[src/rtl/complex_result_vector_collector_pkg.sv]
// Shared types and helpers for the complex result vector collector.
// RESULT_CONJUGATE_EN (optional) conjugates each element as it is captured.
package complex_result_vector_collector_pkg;

    localparam int unsigned element_width = 64;
    localparam int unsigned real_msb      = 63;
    localparam int unsigned real_lsb      = 32;
    localparam int unsigned imag_msb      = 31;
    localparam int unsigned imag_lsb      = 0;

    typedef enum logic [1:0] {
        IDLE    = 2'd0,
        COLLECT = 2'd1,
        HOLD    = 2'd2,
        DONE    = 2'd3
    } state_t;

    typedef struct packed {
        logic [real_msb-real_lsb:0] re;
        logic [imag_msb-imag_lsb:0] im;
    } complex_t;

    // Beats needed to cover the NI-padded vector length.
    function automatic int unsigned calc_beats(int unsigned n, int unsigned lanes, int unsigned ni);
        int unsigned additional;
        additional = ni - (n % ni);
        return (n + additional + lanes - 1) / lanes;
    endfunction

    // Negate the imaginary part by flipping its IEEE-754 sign bit.
    function automatic logic [element_width-1:0] conjugate(logic [element_width-1:0] e);
        complex_t c;
        c = e;
        c.im[imag_msb-imag_lsb] = ~c.im[imag_msb-imag_lsb];
        return c;
    endfunction

endpackage

[src/rtl/complex_result_vector_collector_lane_capture.sv]
// One registered complex element slot with write enable.
// RESULT_CONJUGATE_EN stores the conjugate of the written element.
import complex_result_vector_collector_pkg::*;

module complex_result_vector_collector_lane_capture (
    input  logic                     clk,
    input  logic                     reset,
    input  logic                     we,
    input  logic [element_width-1:0] d,
    output logic [element_width-1:0] q
);

    logic [element_width-1:0] d_w;

`ifdef RESULT_CONJUGATE_EN
    assign d_w = conjugate(d);
`else
    assign d_w = d;
`endif

    always_ff @(posedge clk or posedge reset) begin
        if (reset) begin
            q <= '0;
        end else if (we) begin
            q <= d_w;
        end
    end

endmodule

[src/rtl/complex_result_vector_collector.sv]
// Collects per-beat complex result lanes into one vector, strips NI padding, valid/ready out.
// RESULT_CONJUGATE_EN (optional) conjugates every captured element.
import complex_result_vector_collector_pkg::*;

module complex_result_vector_collector #(
    parameter int unsigned no_of_eqn_per_cluster = 3,
    parameter int unsigned no_of_lanes           = 8,
    parameter int unsigned NI                    = 8
) (
    input  logic                                           clk,
    input  logic                                           reset,
    input  logic                                           start,
    input  logic                                           in_valid,
    input  logic [element_width*no_of_lanes-1:0]           in_data,
    output logic [element_width*no_of_eqn_per_cluster-1:0] out_vector,
    output logic                                           out_valid,
    input  logic                                           out_ready,
    output logic                                           busy,
    output logic                                           overflow
);

    localparam int unsigned no_of_beats = calc_beats(no_of_eqn_per_cluster, no_of_lanes, NI);
    localparam int unsigned slots       = no_of_beats * no_of_lanes;
    localparam int unsigned beat_w      = (no_of_beats > 1) ? $clog2(no_of_beats) : 1;

    state_t                   state;
    state_t                   next_state;
    logic [beat_w-1:0]        beat;
    logic                     last_beat;
    logic                     accept;
    logic [element_width-1:0] slot_q [slots];
    logic [element_width-1:0] unused_pad;

    assign last_beat = (beat == beat_w'(no_of_beats - 1));
    assign accept    = (state == COLLECT) && start && in_valid;

    always_ff @(posedge clk or posedge reset) begin
        if (reset) begin
            state <= IDLE;
        end else begin
            state <= next_state;
        end
    end

    // Dropping start aborts from any state.
    always_comb begin
        next_state = state;
        if (!start) begin
            next_state = IDLE;
        end else begin
            case (state)
                IDLE:    next_state = COLLECT;
                COLLECT: if (in_valid && last_beat) next_state = HOLD;
                HOLD:    if (out_ready) next_state = DONE;
                DONE:    next_state = DONE;
                default: next_state = IDLE;
            endcase
        end
    end

    always_comb begin
        out_valid = 1'b0;
        busy      = 1'b0;
        out_valid = (state == HOLD);
        busy      = (state == COLLECT);
    end

    always_ff @(posedge clk or posedge reset) begin
        if (reset) begin
            beat <= '0;
        end else if ((state != COLLECT) || !start) begin
            beat <= '0;
        end else if (in_valid) begin
            beat <= beat + beat_w'(1);
        end
    end

    // Beats arriving after the vector is complete are dropped and flagged until reset.
    always_ff @(posedge clk or posedge reset) begin
        if (reset) begin
            overflow <= 1'b0;
        end else if (in_valid && ((state == HOLD) || (state == DONE))) begin
            overflow <= 1'b1;
        end
    end

    for (genvar s = 0; s < slots; s++) begin : g_slot
        localparam int unsigned lane = s % no_of_lanes;
        localparam int unsigned bt   = s / no_of_lanes;
        logic we;
        assign we = accept && (beat == beat_w'(bt));
        complex_result_vector_collector_lane_capture u_cap (
            .clk   (clk),
            .reset (reset),
            .we    (we),
            .d     (in_data[(no_of_lanes-1-lane)*element_width +: element_width]),
            .q     (slot_q[s])
        );
    end

    for (genvar e = 0; e < no_of_eqn_per_cluster; e++) begin : g_out
        assign out_vector[(no_of_eqn_per_cluster-1-e)*element_width +: element_width] = slot_q[e];
    end

    // Padding slots are captured but never leave the block.
    always_comb begin
        unused_pad = '0;
        for (int unsigned s = no_of_eqn_per_cluster; s < slots; s++) begin
            unused_pad = unused_pad ^ slot_q[s];
        end
    end

endmodule
[config.mk]
export PLATFORM = sky130hd
export DESIGN_NAME = complex_result_vector_collector
export DESIGN_NICKNAME = d
export VERILOG_FILES = /design/src/rtl/complex_result_vector_collector_pkg.sv /design/src/rtl/complex_result_vector_collector_lane_capture.sv /design/src/rtl/complex_result_vector_collector.sv
export SDC_FILE = /design/constraint.sdc
export NUM_CORES = 1
export LEC_CHECK = 0
export CAP_MARGIN = 20
export CORE_AREA = 4 4 279 281
export DETAILED_ROUTE_END_ITERATION = 8
export DIE_AREA = 0 0 283 285
export SETUP_SLACK_MARGIN = 0.4
export SYNTH_ARGS = -nofsm -noshare
export SYNTH_HDL_FRONTEND = slang
export SYNTH_HIERARCHICAL = 1
export SYNTH_SLANG_ARGS = --single-unit
[constraint.sdc]
create_clock -name clk -period 2.4 [get_ports clk]
set_input_delay 0.6 -clock clk [delete_from_list [all_inputs] [get_ports clk]]
set_output_delay 0.6 -clock clk [all_outputs]
set_load 0.05 [all_outputs]
==> flow_summary_export.csv <==
group,metric,value,unit
power_and_ir_drop,vdd_drop_max,0.611,mV
synthesis,avgSynthCellArea,19.4,um^2
setup_path,cp-start-kind,"flip-flop",
sta,whs,0.505,ns
sta,worst_slack,0.277,ns
worst_hold_path,min_path_type,"flip-flop to flip-flop",
sta,drv_slew,0,
clock_tree,clkSinkCount,196,
synthesis,syn-num-nets,942,
placement,dpl_worst_slack,-0.193,ns
setup_path,critPathArrivalTime,2.47,ns
placement,routabilityCongestion,0.768,
route,num_vias,5369,
global_route,antenna_found_initial,3,
power_and_ir_drop,power.density,1040,nW/um^2
power_and_ir_drop,p_leak,6.15,nW
sta,rsz0062_at_grt,"yes",
layout,nets,1394,
route,wl,28800,um
layout,final_common_cell,"dfrtp_1",
floorplanning,dieArea,80700,um^2
placement,post_dp_cell_area,13300,um^2
floorplanning,die_h,285,um
clock_tree,clk_pin_slew,0.07,ns
global_route,grt_pass1_vias,6111,
sta,setup_viol,0,
global_route,gr-total-overflow,0,
clock_tree,cts-buffers-inserted,17,
setup_path,end_kind,"flip-flop",
placement,dpl.cell_count,1799,
synthesis,ys_seq_area_share,59.5,%
synthesis,synthCells,425,
setup_path,cp_data_required_time,2.75,ns
clock_tree,htree_levels,4,
floorplanning,rows,101,
synthesis,yosys_warnings,6,
route,drt_iter0_markers,123,
placement,numPortBuffers,391,
sta,min_period,2.12,ns
sta,fin_crit_sh,88.4,%
sta,fmaxAchievable,471,MHz
layout,postLayoutCellArea,14700,um^2
setup_path,worstPathMaxFanout,7,
global_route,grt_pass1_wl,40400,um
setup_path,worstSetupPathType,"flip-flop to flip-flop",
floorplanning,ios,712,
route,drtAntennaViolNets,0,
power_and_ir_drop,fin_total_pwr,15.3,mW
synthesis,synth.cell_area,8240,um^2
clock_tree,cts_root_buffer,"clkbuf_16",
synthesis,synth_cell_types,16,
flow_run,cap_violations,0,
route,drc,0,
sta,clock_skew,0.0109,ns
sta,tightest_slew,0.515,ns
global_route,gr-usage-all-layers,6.75,%
route,dr.pass1.iters,4,
layout,final_util,19.5,%
floorplanning,core,75400,um^2
route,vias_per_cell,2.87,
sta,finalSetupTns,0,ns
clock_tree,cts_tree,"yes",
clock_tree,worst_skew_pair.late_latency,0.47,ns
clock_tree,ctsLongestPathBuffers,2,
outcome,outcome,"finished, final reports clean",
sta,relSlewSlack,65.8,%
floorplanning,initial_core_util,10.9,%
floorplanning,fp.dieW,283,um
layout,syn2layout_area_growth,78.4,%
layout,n_fill_cell,8053,
sta,final_hold_viol_count,0,
synthesis,synth-seq-cells,196,
route,wl_per_cell,15.4,um
layout,layout_common_cells,"dfrtp_1 (196), clkdlybuf4s50_1 (195), mux2_4 (188)",
layout,drive_gt1_share,50.6,%
layout,stdcell_count,1870,
global_route,grt_max_degree,65,
placement,dpl.hpwl,19300,um
==> logic make-up (layout without fill, tap and decap cells) <==
| group | Yosys count | in the layout | share of synthesized area, % |
|---|---|---|---|
| muxes | 192 | 192 | 34.4 |
| AOI/OAI and AO/OA | 3 | 3 | 0.319 |
| DFF | 196 | 196 | 59.5 |
| buffers and inverters | 26 | 491 | 5.01 |
| other | 0 | 2 | 0 |
| and+or+nand+nor | 7 | 7 | 0.607 |
| xor gates and xnor gates | 1 | 1 | 0.106 |
==> routing by layer <==
metal / global-route usage, % / vias to the layer above / part of all wire (%)
li1: - / 2401 / -
met4: 2.85 / 0 / 1.8
met5: 0 / - / 0
met1: 7.82 / 2647 / 42
met3: 2.80 / 22 / 8.6
met2: 11.0 / 299 / 47
==> worst paths after layout <==
check	end	depth (start not counted)	startpoint	slack [ns]
setup / recovery	g_slot[0].u_cap/q[41]	9	state[1]	0.28
hold / removal	g_slot[0].u_cap/q[25]	1	g_slot[0].u_cap/q[25]	0.51
setup reg to reg	g_slot[0].u_cap/q[41]	9	state[1]	0.28
hold reg to reg	g_slot[0].u_cap/q[25]	1	g_slot[0].u_cap/q[25]	0.51
max in group asynchronous	g_slot[1].u_cap/q[12]	3	reset	1.28
min in group asynchronous	overflow	2	reset	0.56
==> what timing repair did <==
| item | 4_1_cts | 5_1_grt |
|---|---|---|
| buffers inserted | 13 | 11 |
| resized for setup | 517 | 71 |
| setup endpoints to repair | 277 | 227 |
| hold buffers | 0 | 0 |
| pin swaps | 1 | 1 |
| gates cloned | 7 | 6 |
==> worst max-delay path, cell delays in order (launching register included) <==
cell and delay, ns:
dfrtp_1 0.40, buf_6 0.12, nand3b_1 0.22, nor3b_4 0.27, buf_12 0.14, buf_16 0.16, buf_12 0.14, buf_12 0.11
clkbuf_16 0.15, mux2_4 0.30
==> layout make-up <==
cell class / count / area (um^2) / area share (%)
Inverter: 5 / 30.0 / 0.204
Sequential cell: 196 / 4900 / 33.4
Tap cell: 978 / 1220 / 8.32
Multi-Input combinational cell: 203 / 2960 / 20.2
Clock inverter: 13 / 125 / 0.851
Antenna cell: 2 / 5.00 / 0.0340
Timing Repair Buffer: 454 / 5020 / 34.1
Clock buffer: 19 / 433 / 2.94
==> Yosys cell counts <==
| master | instances | area [um^2] |
|---|---|---|
| a21boi_0 | 1 | 7.51 |
| o311a_1 | 1 | 10.0 |
| a21o_2 | 1 | 8.76 |
| nor3b_1 | 1 | 7.51 |
| inv_1 | 4 | 15.0 |
| buf_6 | 3 | 33.8 |
| dfrtp_1 | 196 | 4900 |
| buf_12 | 18 | 360 |
| nand3b_1 | 2 | 15.0 |
| mux2_4 | 180 | 2700 |
| inv_2 | 1 | 3.75 |
| nand4bb_1 | 1 | 11.3 |
| mux2_2 | 12 | 135 |
| nor2_1 | 2 | 7.51 |
| and2b_2 | 1 | 8.76 |
| xnor2_1 | 1 | 8.76 |
==> report_power, final <==
part           internal [mW]  switching (mW)
Sequential              4.29           0.616
Combinational           2.87            4.68
Clock                   1.45            1.42
Total                   8.60            6.72
==> state kept, by name, indices dropped and copies added (netlist names) <==
signal / flops
overflow: 1
g_slot.u_cap/q: 192
beat: 1
state: 2
Note: power is estimated with default switching activity, not from simulation.
